**config.mk**
```make
export PLATFORM = sky130hd
export DESIGN_NAME = vga_reg_display_flat
export DESIGN_NICKNAME = d
export VERILOG_FILES = /design/src/rtl/vga_reg_display_if.sv /design/src/rtl/vga_reg_display.sv /design/src/flat_wrapper.sv
export SDC_FILE = /design/constraint.sdc
export NUM_CORES = 1
export LEC_CHECK = 0
export BUFFER_PORTS_ARGS = -buffer_cell sky130_fd_sc_hd__buf_4
export CAP_MARGIN = 10
export CELL_PAD_IN_SITES_DETAIL_PLACEMENT = 1
export CELL_PAD_IN_SITES_GLOBAL_PLACEMENT = 1
export CORE_ASPECT_RATIO = 0.8
export CORE_MARGIN = 2
export CORE_UTILIZATION = 41
export CTS_CLUSTER_DIAMETER = 40
export DETAILED_ROUTE_END_ITERATION = 10
export PLACE_DENSITY_LB_ADDON = 0.1
export SYNTH_ARGS = -nofsm -noshare
export SYNTH_HDL_FRONTEND = slang
export SYNTH_SLANG_ARGS = --single-unit
export TNS_END_PERCENT = 1
```
**constraint.sdc**
```tcl
create_clock -name clk -period 3.23 [get_ports clk]
set_input_delay 0.323 -clock clk [delete_from_list [all_inputs] [get_ports clk]]
set_output_delay 0.323 -clock clk [all_outputs]
set_load 0.02 [all_outputs]
```
**src/rtl/vga_reg_display_if.sv**
```systemverilog
// Display-side bundle: live CPU words in, VGA timing/colour and frame marker out.
interface vga_reg_display_if #(
   parameter int NUM_CH  = 4,
   parameter int CH_W    = 16,
   parameter int COLOR_W = 3
);
   logic [NUM_CH*CH_W-1:0] values;
   logic                   hs;
   logic                   vs;
   logic                   de;
   logic [COLOR_W-1:0]     r;
   logic [COLOR_W-1:0]     g;
   logic [COLOR_W-1:0]     b;
   logic [10:0]            x;
   logic [10:0]            y;
   logic                   frame_start;

   modport master (
      input  values,
      output hs, vs, de, r, g, b, x, y, frame_start
   );

   modport slave (
      output values,
      input  hs, vs, de, r, g, b, x, y, frame_start
   );
endinterface

```
**src/rtl/vga_reg_display.sv**
```systemverilog
// VGA debug display: pixel divider, sync/scan counters and a painter drawing
// NUM_CH frame-snapshotted words as rows of bit cells (MSB leftmost).
module vga_reg_display #(
   parameter int   H_ACTIVE = 640,
   parameter int   H_FP     = 16,
   parameter int   H_SYNC   = 96,
   parameter int   H_BP     = 48,
   parameter int   V_ACTIVE = 480,
   parameter int   V_FP     = 10,
   parameter int   V_SYNC   = 2,
   parameter int   V_BP     = 33,
   parameter int   CLK_DIV  = 2,
   parameter int   NUM_CH   = 4,
   parameter int   CH_W     = 16,
   parameter int   COLOR_W  = 3,
   parameter logic HS_POL   = 1'b0,
   parameter logic VS_POL   = 1'b0
) (
   input logic                 clk,
   input logic                 rst,
   vga_reg_display_if.master   vga
);

   localparam int H_TOTAL = H_ACTIVE + H_FP + H_SYNC + H_BP;
   localparam int V_TOTAL = V_ACTIVE + V_FP + V_SYNC + V_BP;
   localparam int CELL_W  = H_ACTIVE / CH_W;
   localparam int BAND_H  = V_ACTIVE / NUM_CH;
   localparam int DIV_W   = (CLK_DIV > 1) ? $clog2(CLK_DIV) : 1;
   // Sync window bounds are 12 bits so an end of exactly 2048 still compares correctly.
   localparam logic [11:0] HS_START = 12'(H_ACTIVE + H_FP);
   localparam logic [11:0] HS_END   = 12'(H_ACTIVE + H_FP + H_SYNC);
   localparam logic [11:0] VS_START = 12'(V_ACTIVE + V_FP);
   localparam logic [11:0] VS_END   = 12'(V_ACTIVE + V_FP + V_SYNC);

   logic [DIV_W-1:0]       r_div;
   logic                   w_pix_en;
   logic [10:0]            r_h;
   logic [10:0]            r_v;
   logic                   w_h_wrap;
   logic                   w_v_wrap;
   logic [NUM_CH*CH_W-1:0] r_shadow;

   logic                   w_active;
   logic                   w_hs_raw;
   logic                   w_vs_raw;
   logic [10:0]            w_cell;
   logic [10:0]            w_band;
   logic [10:0]            w_cell_off;
   logic [10:0]            w_band_off;
   logic [CH_W-1:0]        w_word;
   logic                   w_bit;
   logic [COLOR_W-1:0]     w_r;
   logic [COLOR_W-1:0]     w_g;
   logic [COLOR_W-1:0]     w_b;

   assign w_pix_en = (r_div == DIV_W'(CLK_DIV - 1));
   assign w_h_wrap = (r_h == 11'(H_TOTAL - 1));
   assign w_v_wrap = (r_v == 11'(V_TOTAL - 1));

   always_ff @(posedge clk or posedge rst) begin
      if (rst)           r_div <= '0;
      else if (w_pix_en) r_div <= '0;
      else               r_div <= r_div + 1'b1;
   end

   always_ff @(posedge clk or posedge rst) begin
      if (rst) begin
         r_h <= '0;
         r_v <= '0;
      end else if (w_pix_en) begin
         if (w_h_wrap) begin
            r_h <= '0;
            r_v <= w_v_wrap ? 11'd0 : r_v + 11'd1;
         end else begin
            r_h <= r_h + 11'd1;
         end
      end
   end

   // Words are captured only at the frame wrap so a frame never mixes two values.
   always_ff @(posedge clk or posedge rst) begin
      if (rst)                                  r_shadow <= '0;
      else if (w_pix_en && w_h_wrap && w_v_wrap) r_shadow <= vga.values;
   end

   assign w_active   = (r_h < 11'(H_ACTIVE)) && (r_v < 11'(V_ACTIVE));
   assign w_cell     = r_h / 11'(CELL_W);
   assign w_band     = r_v / 11'(BAND_H);
   assign w_cell_off = r_h % 11'(CELL_W);
   assign w_band_off = r_v % 11'(BAND_H);
   assign w_hs_raw   = ({1'b0, r_h} >= HS_START && {1'b0, r_h} < HS_END) ? HS_POL : ~HS_POL;
   assign w_vs_raw   = ({1'b0, r_v} >= VS_START && {1'b0, r_v} < VS_END) ? VS_POL : ~VS_POL;

   always_comb begin
      w_word = '0;
      w_bit  = 1'b0;
      w_r    = '0;
      w_g    = '0;
      w_b    = '0;
      if (w_active && w_cell < 11'(CH_W) && w_band < 11'(NUM_CH)) begin
         for (int k = 0; k < NUM_CH; k++)
            if (w_band == 11'(k)) w_word = r_shadow[k*CH_W +: CH_W];
         for (int c = 0; c < CH_W; c++)
            if (w_cell == 11'(c)) w_bit = w_word[CH_W-1-c];
         if (w_cell_off != 11'd0 && w_band_off != 11'd0) begin
            if (w_bit) w_g = '1;
            else       w_r = COLOR_W'(1);
         end
      end
   end

   always_ff @(posedge clk or posedge rst) begin
      if (rst) begin
         vga.hs <= ~HS_POL;
         vga.vs <= ~VS_POL;
         vga.de <= 1'b0;
         vga.r  <= '0;
         vga.g  <= '0;
         vga.b  <= '0;
         vga.x  <= '0;
         vga.y  <= '0;
      end else if (w_pix_en) begin
         vga.hs <= w_hs_raw;
         vga.vs <= w_vs_raw;
         vga.de <= w_active;
         vga.r  <= w_r;
         vga.g  <= w_g;
         vga.b  <= w_b;
         vga.x  <= r_h;
         vga.y  <= r_v;
      end
   end

   always_ff @(posedge clk or posedge rst) begin
      if (rst) vga.frame_start <= 1'b0;
      else     vga.frame_start <= w_pix_en && w_h_wrap && w_v_wrap;
   end

endmodule

```
**src/flat_wrapper.sv**
```systemverilog
// flat-port wrapper written by rule: the top's interface ports become plain ports
module vga_reg_display_flat 
#(
   parameter int   H_ACTIVE = 640,
   parameter int   H_FP     = 16,
   parameter int   H_SYNC   = 96,
   parameter int   H_BP     = 48,
   parameter int   V_ACTIVE = 480,
   parameter int   V_FP     = 10,
   parameter int   V_SYNC   = 2,
   parameter int   V_BP     = 33,
   parameter int   CLK_DIV  = 2,
   parameter int   NUM_CH   = 4,
   parameter int   CH_W     = 16,
   parameter int   COLOR_W  = 3,
   parameter logic HS_POL   = 1'b0,
   parameter logic VS_POL   = 1'b0
)
  (clk, rst, vga_values, vga_hs, vga_vs, vga_de, vga_r, vga_g, vga_b, vga_x, vga_y, vga_frame_start);
  vga_reg_display_if #(.NUM_CH(NUM_CH), .CH_W(CH_W), .COLOR_W(COLOR_W)) vga_i ();
  input logic clk;
  input logic rst;
  input wire logic [$bits(vga_i.values)-1:0] vga_values;
  output wire logic [$bits(vga_i.hs)-1:0] vga_hs;
  output wire logic [$bits(vga_i.vs)-1:0] vga_vs;
  output wire logic [$bits(vga_i.de)-1:0] vga_de;
  output wire logic [$bits(vga_i.r)-1:0] vga_r;
  output wire logic [$bits(vga_i.g)-1:0] vga_g;
  output wire logic [$bits(vga_i.b)-1:0] vga_b;
  output wire logic [$bits(vga_i.x)-1:0] vga_x;
  output wire logic [$bits(vga_i.y)-1:0] vga_y;
  output wire logic [$bits(vga_i.frame_start)-1:0] vga_frame_start;
  assign vga_i.values = vga_values;
  assign vga_hs = vga_i.hs;
  assign vga_vs = vga_i.vs;
  assign vga_de = vga_i.de;
  assign vga_r = vga_i.r;
  assign vga_g = vga_i.g;
  assign vga_b = vga_i.b;
  assign vga_x = vga_i.x;
  assign vga_y = vga_i.y;
  assign vga_frame_start = vga_i.frame_start;
  vga_reg_display #(.H_ACTIVE(H_ACTIVE), .H_FP(H_FP), .H_SYNC(H_SYNC), .H_BP(H_BP), .V_ACTIVE(V_ACTIVE), .V_FP(V_FP), .V_SYNC(V_SYNC), .V_BP(V_BP), .CLK_DIV(CLK_DIV), .NUM_CH(NUM_CH), .CH_W(CH_W), .COLOR_W(COLOR_W), .HS_POL(HS_POL), .VS_POL(VS_POL)) u_core (.clk(clk), .rst(rst), .vga(vga_i));
endmodule
```
# ---- After elaboration in Yosys (flattened, before gate mapping)
# Cells that the tools add are included.
# W data, S select, Z words.
dict set report totals {
  register_bits 119
  input_bits 66
  wordCells 92
}
dict set report op_classes {
  eq_ne 20
  div_mod_pow 4
  muxes 32
  reduce_logical 13
  addsub 3
  order_cmp 8
}
# cell n
set ops {}
lappend ops {{$eq A11 B4 Y1 const B} 8}
lappend ops {{$mux W16} 4}
lappend ops {{$eq A11 B2 Y1 const B} 4}
lappend ops {{$eq A11 B3 Y1 const B} 4}
lappend ops {{$add A11 B1 Y11 const B} 2}
lappend ops {{$eq A11 B1 Y1 const B} 2}
lappend ops {{$eq A11 B10 Y1 const B} 2}
lappend ops {{$logic_not A11 Y1} 2}
lappend ops {{$lt A11 B10 Y1 const B} 2}
lappend ops {{$lt A11 B9 Y1 const B} 2}
lappend ops {{$mux W11} 2}
lappend ops {{$reduce_bool A11 Y1} 2}
lappend ops {{$mux W1} 21}
lappend ops {{$mux W3} 5}
lappend ops {{$div A11 B6 Y11 const B} 1}
lappend ops {{$div A11 B7 Y11 const B} 1}
lappend ops {{$ge A11 B10 Y1 const B} 1}
lappend ops {{$ge A11 B9 Y1 const B} 1}
lappend ops {{$lt A11 B3 Y1 const B} 1}
lappend ops {{$lt A11 B5 Y1 const B} 1}
lappend ops {{$mod A11 B6 Y11 const B} 1}
lappend ops {{$mod A11 B7 Y11 const B} 1}
lappend ops {{$logic_and A1 B1 Y1} 8}
lappend ops {{$reduce_and A2 Y1} 1}
lappend ops {{$add A1 B1 Y1 const B} 1}

# ---- Depth between registers and ports, before layout
# Gate-level depths: netlist of the first run.
dict set report logic_depth {
  ltp_word 26
  mapped_depth 15
  ltp_nobuf 11
}

# ---- Worst setup path before layout of the first run
# Ideal clock, no wire load.
dict set report synth_timing {
  path_type {register -> register}
  startpoint {reg u_core.r_v[8]}
  endpoint {reg u_core.vga.r[0]}
  arrival_time_ns 2.951
  required_time_ns 3.107
  period_less_slack_ns 3.074
  slack_ns 0.156
  stages_incl_launch_ff 14
  path_cell_list {dfrtp_1 buf_4 buf_2 nand3b_1 o32ai_1 a31o_2 o2111a_1 nor3_2 mux2_2 nor3b_1 a211o_1 o31ai_1 o21ai_1 o221a_1}
}
dict set report synth_between {
  elab_chain_cells 26
}
# item line_no
set synth_lines {}
lappend synth_lines {{start, declared} vga_reg_display.sv:38} ;# logic [10:0] r_v;
lappend synth_lines {{start signal, assigned} vga_reg_display.sv:73} ;# r_v <= w_v_wrap ? 11'd0 : r_v + 11'd1;
lappend synth_lines {{$div A11 B7 Y11} vga_reg_display.sv:88} ;# assign w_band = r_v / 11'(BAND_H);
lappend synth_lines {{$logic_not A11 Y1} vga_reg_display.sv:102} ;# if (w_band == 11'(k)) w_word = r_shadow[k*CH_W +: CH_W];
lappend synth_lines {{$mux W16 (4 in a row)} vga_reg_display.sv:102}
lappend synth_lines {{$mux W1 (16 in a row)} vga_reg_display.sv:104} ;# if (w_cell == 11'(c)) w_bit = w_word[CH_W-1-c];
lappend synth_lines {{$mux W1} vga_reg_display.sv:100} ;# if (w_active && w_cell < 11'(CH_W) && w_band < 11'(NUM_CH)) begin
lappend synth_lines {{$mux W1} vga_reg_display.sv:106} ;# if (w_bit) w_g = '1;
lappend synth_lines {{$mux W3} vga_reg_display.sv:105} ;# if (w_cell_off != 11'd0 && w_band_off != 11'd0) begin
lappend synth_lines {{$mux W3 (*)} vga_reg_display.sv:100}
lappend synth_lines {{end signal, assigned} vga_reg_display.sv:126} ;# vga.r <= w_r;
lappend synth_lines {{end, declared} vga_reg_display_if.sv:20} ;# output hs, vs, de, r, g, b, x, y, frame_start
# Mark *: on every way between the ends. The rest lies on a longest branch, timed or not. The select of a mux whose other input is x is not followed.
# A chain may end at the register's enable or synchronous reset.

# ---- Worst setup path after layout of the first run
dict set report layout_timing {
  startpoint {reg u_core.r_v[5]}
  endpoint {reg u_core.vga.r[0]}
}
# The elaborated chain is that of the path after synthesis.

==> results by group, run 1 <==
Logic synthesis
  – Unique cell type count in the Yosys netlist: 81
  – Syn. warnings: 0
  – Syn Area/Cell: 10.4 um2
  – Yosys reg bits: 115
  – Cells after synthesis: roughly 640
  – Area leader, netlist: dfrtp_1
  – Share of the yosys chip area belonging to registers: 43.4%
  – Post-synthesis cell area: ~6600 um2
  – Post-synth EDFFs: 0
  – Most used flip-flop cell after synthesis: dfrtp_1
  – Top cells by area, synth: dfrtp_1 (43%), mux2_2 (15%), mux2i_1 (2.7%)
  – Async set-reset flop share out of synthesis: 100%
  – Synth top area share: a little over two fifths
  – Most numerous cell in the Yosys netlist: dfrtp_1
  – Synth cell count leaders: dfrtp_1 (113), mux2_2 (87), nand2_1 (44), nor2_1 (30), o21ai_0 (30)

STA
  – Worst-margin pin slew: 0.619 ns
  – RSZ-0062 raised after global routing: yes
  – Final Hold Viols: 0
  – Clk_skew: 0.0142 ns
  – Slew margin rel.: about three fifths
  – Tcrit/Tclk final: 101%
  – Final worst setup slack: -0.0199 ns
  – Final setup fails: 1
  – Hold WS: about 0.083 ns
  – Period minus WS final: around 3.2 ns
  – Slew Viols, Final: 0
  – F_max: 308 MHz

Outcome
  – Failing checks: setup timing
  – Status: complete, but fails checks

Critical path
  – R2R depth: 12
  – Reg2reg end: u_core.vga.r[0]
  – WP data arrival: 3.54 ns
  – CP required: between 3 and 4 ns
  – CP Launch Point: u_core.r_v[5]
  – CP Launch Type: flip-flop
  – Crit. End Element: flip-flop
  – CP endpoint: u_core.vga.r[0]
  – Critical Path Fanout Max: 6
  – Critical path class: flip-flop to flip-flop
  – Register-to-register setup slack: -0.02 ns
  – Crit Reg-Reg Startpoint: u_core.r_v[5]

Clock tree
  – Clock-pin slew on the worst setup and hold paths: 0.06 ns
  – CTS tree: yes
  – Clk sinks: 115
  – H-tree depth: 4
  – Clock tree root buffer cell: clkbuf_16
  – CTS Buf Count: 17
  – Worst-Skew Late Latency: 0.42 ns
  – Max Buffers Root-to-Sink: 2

Placed design
  – Final RePlAce weighted congestion: roughly 0.87
  – DPL Wire Length: 14100 um
  – PortBufs: 95

Final layout
  – Antenna cell count: 0
  – Layout cell share with drive strength beyond 1: 45.7%
  – Nets@finish: slightly below 900
  – Synth-to-Final Area Change: 35.1%

Drt
  – Post-DR wirelength/cell: between 15 and 20 um
  – DR iter-0 viols: between 300 and 400
  – Via count: 5576
  – Pre-antenna DRT Iters: 4
  – Number of remaining DRC errors: 0
  – Post-route ant nets: 0
  – Post-Route WL: 19400 um
  – DR vias/cell: 5.36

Pwr
  – Tot Pwr: 3.47 mW
  – Leakage: about 4.2 nW
  – Peak supply drop: 0.000387 V
  – Power density cells: 386 nW/um2

Global routing
  – GR Overflow Total: 0
  – Largest net degree at the start of global routing: 116
  – Initial antenna violation count: 0
  – First-pass GRT wire length: 31800 um
  – Gr usage total: roughly 23%
  – Vias in the first global route: 6046

Die
  – DIE AREA: 17200 um2
  – Num rows: 41
  – Die Wd: 146 um
  – IO Count: 101
  – Die height: 118 um
  – Starting Density: 42.0%
  – Core ar.: 15800 um2

Worst hold path
  – Type of the most critical hold path: input port to async pin

Job
  – Max-cap viol count: 0
==> layer usage <==
| layer | routed length, um | vias up | GRT usage (%) | share of wire (%) |
|---|---|---|---|---|
| met5 | 0 | - | 0 | 0 |
| met4 | 105 | 0 | 5.52 | 0.54 |
| met3 | 712 | 8 | 4.77 | 3.7 |
| met2 | 8870 | 115 | 36.1 | 46 |
| met1 | 9720 | 2775 | 33.1 | 50 |
| li1 | - | 2678 | - | - |
==> state kept, by name, indices dropped and copies added (netlist names) <==
| register | flops |
|---|---|
| u_core.r_shadow | 64 |
| u_core.vga.hs | 1 |
| u_core.vga.frame_start | 1 |
| u_core.vga.x | 11 |
| u_core.r_h | 11 |
| u_core.vga.y | 11 |
| u_core.r_div | 1 |
| u_core.vga.g | 1 |
| u_core.r_v | 11 |
| u_core.vga.de | 1 |
| u_core.vga.vs | 1 |
| u_core.vga.r | 1 |
==> metrics by stage <==
stage,area (um2),setup slack [ns],utilization [%],setup TNS (ns),instances
3_3_place_gp,8110,-0.102,51.3,-0.162,995
6_report,8970,-0.0199,56.8,-0.0199,1040
2_1_floorplan,6650,0.156,-,0,643
4_1_cts,8840,-0.00875,55.9,-0.00875,1033
3_5_place_dp,8110,-0.168,51.3,-0.301,995
5_1_grt,8970,-0.152,56.8,-0.285,1040
==> critical path, stage by stage, from the launching register on <==
cell and delay [ns]:
dfrtp_2 0.46, buf_4 0.16, a21oi_2 0.14, o32ai_1 0.12, or2_1 0.28, and3_4 0.22
or3_4 0.42, mux2i_1 0.13, o211a_1 0.21, or4_4 0.47, a31oi_2 0.21, o21ai_2 0.10
o221a_1 0.22
==> cells in the final DEF (no fill, tap or decap), types with 4 or more instances in the layout <==
cell type and instances:
nor4b_1 4, or3_1 5, nor2b_1 9, mux2_2 87, o22ai_1 6, nand2b_1 6, nand3_1 18, nand2_1 43
nor3_1 16, o221ai_1 5, nor3b_1 7, dfrtp_1 102, buf_4 198, o211ai_1 4, clkinv_4 4, a221oi_1 4
buf_6 4, nor2_1 29, dfrtp_2 11, clkbuf_16 17, nand4_1 5, ha_1 4, o21ai_1 7, conb_1 5
nor4_1 5, mux2i_1 17, a22oi_1 4, a21oi_1 17, buf_12 4, xnor2_1 14, and3_1 6, inv_1 16
inv_6 4, xor2_1 11, o21ai_0 28
==> area by class of cell <==
| type | count | area [um2] |
|---|---|---|
| fill | 1745 | 6830 |
| multi-input combinational | 455 | 3520 |
| sequential | 115 | 2890 |
| timing repair buffer | 206 | 1610 |
| clock buffer | 18 | 429 |
| tap | 215 | 269 |
| clock inverter | 14 | 178 |
| inverter | 17 | 67.6 |
==> power by group <==
| group | total (mW) | switching (mW) | internal [mW] |
|---|---|---|---|
| clock network | 1.93 | 0.703 | 1.22 |
| registers | 1.44 | 0 | 1.44 |
| logic | 0.0988 | 0.0466 | 0.0522 |
| total | 3.47 | 0.749 | 2.72 |
==> how the worst min path moves through the flow <==
| stage | to | slack, ns | depth (start not counted) |
|---|---|---|---|
| floorplan | u_core.r_shadow[61] | 0.47 | 1 |
| global placement | u_core.r_shadow[46] | 0.49 | 1 |
| detailed placement | u_core.vga.vs | 0.49 | 2 |
| CTS | u_core.r_shadow[4] | 0.12 | 3 |
| global route | u_core.r_shadow[13] | 0.12 | 2 |
| finish | u_core.r_shadow[4] | 0.08 | 3 |
==> repair_timing <==
item | 4_1_cts | 5_1_grt
endpoints found under the hold margin | 0 | 0
resized for setup | 25 | 23
endpoints found under the setup margin | 2 | 2
gates cloned | 0 | 0
hold buffers | 0 | 0
setup buffers | 6 | 7
pin swaps | 3 | 13
==> kinds of logic after synthesis <==
family,share of synthesized area [%]
AOI/OAI and AO/OA,14.7
buffers and inverters,5.83
other,0.0565
xor gates and xnor gates,3.30
DFF,43.4
muxes,17.5
and+or+nand+nor,14.2
adders and majority gates,1.07
(Power assumes the default switching activity.)
==> run 2: changes to the inputs <==
CORE_UTILIZATION = 42   (was 41)
CTS_BUF_LIST = sky130_fd_sc_hd__clkbuf_4   (was not set)
==> results by group, run 2 (synthesized netlist as in run 1, its figures left out) <==
Outcome
  – Status: complete, but fails checks
  – Failing checks: setup timing

Drt
  – Via count: 6145
  – Number of remaining DRC errors: 0
  – Post-DR wirelength/cell: 20.7 um
  – DR vias/cell: 5.55
  – DR iter-0 viols: 461
  – Post-route ant nets: 0
  – Pre-antenna DRT Iters: 4
  – Post-Route WL: 23000 um

Pwr
  – Sw Share: 24.4%
  – Switching power: 676 uW
  – Power density cells: slightly below 300 nW/um2
  – Reg power frac: roughly 52%
  – Leakage: between 4 and 5 nW
  – Peak supply drop: about 0.00033 V
  – Power share of the clock group: approximately two fifths
  – Power share of the combinational group: 6.1%
  – Pint: 2.09 mW

STA
  – Period minus WS final: about 3.3 ns
  – Final worst setup slack: -0.105 ns
  – Final setup fails: 2
  – Tcrit/Tclk final: 103%
  – Setup TNS Final: -0.194 ns
  – F_max: 300 MHz
  – Slew Viols, Final: 0
  – RSZ-0062 raised after global routing: yes
  – Final Hold Viols: 0
  – Clk_skew: 0.0259 ns
  – Slew margin rel.: 58.5%
  – Worst-margin pin slew: about 0.62 ns

Critical path
  – WP data arrival: 3.82 ns
  – Reg2reg end: u_core.vga.r[0]
  – Critical path class: flip-flop to flip-flop
  – Register-to-register setup slack: -0.10 ns
  – Max stage delay on crit path: 0.46 ns
  – R2R depth: 13
  – CP required: 3.72 ns
  – Crit. End Element: flip-flop
  – Critical Path Fanout Max: 5
  – Crit Reg-Reg Startpoint: u_core.r_v[5]
  – Critical Path, Cell by Cell: buf_4, nor3b_4, o2111ai_2, a21oi_2, a21boi_4, or3_4, buf_6, and3_1, o31a_1, a211oi_1, nand2_1, o21ai_2, o221a_1
  – Slowest-stage cell, CP: dfrtp_2
  – CP Launch Type: flip-flop

Global routing
  – Gr usage total: 28.5%
  – Initial antenna violation count: 0
  – GR Overflow Total: 0
  – Vias in the first global route: 6542
  – First-pass GRT wire length: 36300 um
  – Largest net degree at the start of global routing: 116

Clock tree
  – CTS tree: yes
  – Clock tree root buffer cell: clkbuf_4
  – CTS Buf Count: 17
  – H-tree depth: 4
  – Clock-pin slew on the worst setup and hold paths: 0.12 ns
  – Clk sinks: roughly 120
  – Max Buffers Root-to-Sink: 2
  – Worst-Skew Late Latency: 0.56 ns

Worst hold path
  – Hold worst-path end: u_core.vga.vs
  – Worst Hold Launch: u_core.vga.vs
  – Type of the most critical hold path: flip-flop to flip-flop
  – Number of cells on the worst hold path: 2

Die
  – IO Count: 101
  – DIE AREA: 16800 um2
  – Die Wd: 145 um
  – Die height: 116 um
  – Core ar.: around 16000 um2
  – Starting Density: 42.5%
  – Num rows: 41

Final layout
  – Largest register FFs: 64
  – Antenna cell count: 0
  – Commonest non-fill, non-tap cell in the layout: buf_4
  – Nets@finish: 950
  – Layout cell share with drive strength beyond 1: 41.7%
  – Fill cells: about 1700
  – Final Non-Filler Cells: ~1100
  – Most frequent cells in the layout: buf_4 (198), dfrtp_1 (106), mux2_2 (87), dlygate4sd3_1 (65), nand2_1 (44)
  – Synth-to-Final Area Change: 41.4%
  – Largest Register: u_core.r_shadow

Placed design
  – DP Cell Count: 997
  – PortBufs: 95
  – DPL Wire Length: 14600 um
  – Final RePlAce weighted congestion: 0.849

Job
  – Max-cap viol count: 0
run 2: area by class of cell:
type	count	area (um2)	share of cell area, %
inverter	17	67.6	0.720
clock inverter	13	161	1.72
multi-input combinational	455	3540	37.8
sequential	115	2890	30.8
tap	215	269	2.87
timing repair buffer	274	2310	24.6
clock buffer	19	143	1.52
run 2: per-layer routing:
layer	global-route usage, %	vias to the layer above	wire length (um)
li1	-	2804	-
met1	38.0	3117	10700
met2	47.1	185	10900
met3	5.45	39	879
met4	9.51	0	484
met5	0	-	0
run 2: worst max-delay path by stage:
| stage | from | to | slack [ns] | depth (start not counted) |
|---|---|---|---|---|
| 2_1_floorplan | u_core.r_v[8] | u_core.vga.r[0] | 0.16 | 13 |
| 3_3_place_gp | u_core.r_v[7] | u_core.vga.r[0] | -0.07 | 11 |
| 3_5_place_dp | u_core.r_v[7] | u_core.vga.r[0] | -0.18 | 12 |
| 4_1_cts | u_core.r_v[6] | u_core.vga.r[0] | -0.009 | 12 |
| 5_1_grt | u_core.r_v[5] | u_core.vga.r[0] | -0.29 | 13 |
| 6_report | u_core.r_v[5] | u_core.vga.r[0] | -0.10 | 13 |
run 2: repair_timing:
action / 4_1_cts / 5_1_grt
hold buffers: 65 / 0
setup buffers: 11 / 3
endpoints found under the hold margin: 171 / 0
setup endpoints to repair: 2 / 2
pin swaps: 10 / 11
resized for setup: 27 / 22
run 2: worst max-delay path, delay by kind of cell (launching register included):
kind	cells	cell delay [ns]
AOI/OAI and AO/OA	7	1.54
buffers and inverters	2	0.32
and+or+nand+nor	4	0.94
DFF	1	0.46
run 2: through the flow:
| stage | hold WS [ns] | utilization [%] | worst slack (ns) | instance area [um2] | power (mW) |
|---|---|---|---|---|---|
| 5_1_grt | 0.508 | 60.1 | -0.287 | 9380 | 2.87 |
| 6_report | 0.502 | 60.1 | -0.105 | 9380 | 2.77 |
| 3_3_place_gp | 0.489 | 52.1 | -0.0749 | 8120 | 1.56 |
| 3_5_place_dp | 0.486 | 52.1 | -0.184 | 8120 | 1.57 |
| 2_1_floorplan | 0.472 | - | 0.156 | 6650 | 1.50 |
| 4_1_cts | 0.494 | 59.5 | -0.00916 | 9280 | 2.76 |
run 2: power by group through the flow:
| stage | clock (mW) | sequential, mW | combinational, mW |
|---|---|---|---|
| after global routing | 1.25 | 1.44 | 0.183 |
| after global placement | 0 | 1.47 | 0.0979 |
| after detailed placement | 0 | 1.47 | 0.101 |
| final | 1.16 | 1.44 | 0.169 |
| after CTS | 1.16 | 1.44 | 0.163 |
| after floorplan | 0 | 1.47 | 0.0315 |
==> run 3: changes to the inputs <==
CORE_UTILIZATION = 45   (was 42)
clock period = 3.77 ns   (was 3.23 ns; I/O delays follow)
==> results by group, run 3 (synthesized netlist as in run 1, its figures left out) <==
Outcome
  – Status: finished clean

Critical path
  – Max stage delay on crit path: 0.55 ns
  – CP Launch Point: u_core.r_v[9]
  – CP top delay family: simple AND/OR/NAND/NOR gates
  – CP Launch Type: flip-flop
  – Critical Path Fanout Max: 12
  – Slowest-stage cell, CP: dfrtp_1
  – Crit. End Element: flip-flop
  – Register-to-register setup slack: 0.19 ns
  – Critical path class: flip-flop to flip-flop
  – CP required: 4.21 ns
  – Crit Reg-Reg Startpoint: u_core.r_v[9]
  – Worst path bufs/invs: 1
  – WP data arrival: ~4.0 ns
  – Critical Path, Cell by Cell: buf_4, and2_1, o2111ai_2, a21oi_2, and3_1, or3_4, mux2i_1, o211a_1, or4_1, a31oi_1, o21ai_1, o221a_1
  – R2R depth: 12
  – Reg2reg end: u_core.vga.r[0]

Die
  – IO Count: 101
  – Num rows: 39
  – Die Wd: about 140 um
  – DIE AREA: 15700 um2
  – Core ar.: between 10000 and 15000 um2
  – Starting Density: between 40% and 50%
  – Die height: about 110 um

STA
  – RSZ-0062 raised after global routing: no
  – Hold WS: 0.0585 ns
  – Final Hold Viols: 0
  – Worst-margin pin slew: approximately 0.56 ns
  – Final worst setup slack: 0.192 ns
  – Clk_skew: roughly 0.021 ns
  – Setup TNS Final: 0 ns
  – Period minus WS final: 3.58 ns
  – Slew margin rel.: 61.4%
  – F_max: around 280 MHz
  – Final setup fails: 0
  – Slew Viols, Final: 0
  – Tcrit/Tclk final: 94.9%

Clock tree
  – Max Buffers Root-to-Sink: 2
  – Worst-Skew Late Latency: 0.55 ns
  – Clk sinks: 115
  – CTS Buf Count: 17
  – H-tree depth: 4
  – Clock-pin slew on the worst setup and hold paths: 0.11 ns
  – Clock tree root buffer cell: clkbuf_4
  – Postcts setup bufs: 0
  – CTS tree: yes

Final layout
  – Synth-to-Final Area Change: 18.7%
  – Antenna cell count: 0
  – Fin util: 54.9%
  – Most frequent cells in the layout: buf_4 (128), dfrtp_1 (111), mux2_2 (87), nand2_1 (44), o21ai_0 (30)
  – Largest Register: u_core.r_shadow
  – Commonest non-fill, non-tap cell in the layout: buf_4
  – Design area: 7880 um2
  – Final Non-Filler Cells: between 900 and 1000
  – Nets@finish: 806
  – Largest register FFs: 64
  – Layout cell share with drive strength beyond 1: a little over a third

Drt
  – Post-route ant nets: 0
  – Post-DR wirelength/cell: 19.4 um
  – Number of remaining DRC errors: 0
  – Pre-antenna DRT Iters: 4
  – DR vias/cell: between 5 and 6
  – Via count: 5323
  – Post-Route WL: 18100 um
  – DR iter-0 viols: 296

Worst hold path
  – Hold worst-path end: u_core.r_shadow[10]
  – Type of the most critical hold path: input port to flip-flop
  – Worst Hold Launch: vga_values[10]
  – Number of cells on the worst hold path: 2

Placed design
  – Placed Area: 7550 um2
  – DPL Wire Length: approximately 13000 um
  – Pre-CTS WS: 0.161 ns
  – PortBufs: 95
  – DP Cell Count: 900
  – Final RePlAce weighted congestion: 0.846

Global routing
  – Gr usage total: around a quarter
  – First-pass GRT wire length: 29700 um
  – Vias in the first global route: 5616
  – GR Overflow Total: 0
  – Largest net degree at the start of global routing: 67
  – Initial antenna violation count: 0

Job
  – Max-cap viol count: 0

Pwr
  – Power density cells: 297 nW/um2
  – Tot Pwr: 2.34 mW
  – Peak supply drop: 0.000205 V
  – Leakage: between 3 and 4 nW
==> run 3: cell count changes in the layout (fill, tap and decap cells not counted), moves of 3 or more <==
cell / delta
buf_12: -4
buf_4: -70
buf_6: -5
clkinv_4: -3
dfrtp_1: +5
dfrtp_2: -5
dlygate4sd3_1: -64
o21ai_0: +6
o21ai_1: -5
o31ai_1: +3
o31ai_2: -3
==> run 3: layer usage <==
| metal | global-route usage, % | up-vias | part of all wire (%) |
|---|---|---|---|
| met5 | 0 | - | 0 |
| met4 | 6.00 | 0 | 1.1 |
| met3 | 4.78 | 17 | 3.8 |
| met2 | 36.8 | 123 | 45 |
| met1 | 34.3 | 2663 | 50 |
| li1 | - | 2520 | - |
==> run 3: power by group <==
part | internal [mW] | leakage [nW] | switching, mW | total [mW]
clock | 0.539 | 0.164 | 0.485 | 1.02
combinational | 0.0446 | 1.95 | 0.0409 | 0.0855
sequential | 1.23 | 1.56 | 0 | 1.23
total | 1.82 | 3.68 | 0.526 | 2.34
==> run 3: repair_timing <==
item | in CTS | in global routing
hold buffers | 1 | 0
setup endpoints to repair | 0 | 2
hold endpoints to repair | 33 | 0
gates resized for setup | 0 | 3
==> run 3: worst max-delay path by stage <==
stage                      end  slack [ns]  cells after the start
4_1_cts        u_core.vga.r[0]        0.13                     12
6_report       u_core.vga.r[0]        0.19                     12
5_1_grt        u_core.vga.g[1]       0.001                     13
3_3_place_gp   u_core.vga.r[0]        0.20                     12
2_1_floorplan     u_core.r_div        0.35                      1
3_5_place_dp   u_core.vga.r[0]        0.16                     12
==> run 3: cell type report <==
class,count,area [um2]
Fill cell,1578,6470
Clock inverter,11,161
Clock buffer,20,150
Inverter,17,66.3
Timing Repair Buffer,130,991
Multi-Input combinational cell,455,3390
Sequential cell,115,2880
Tap cell,184,230
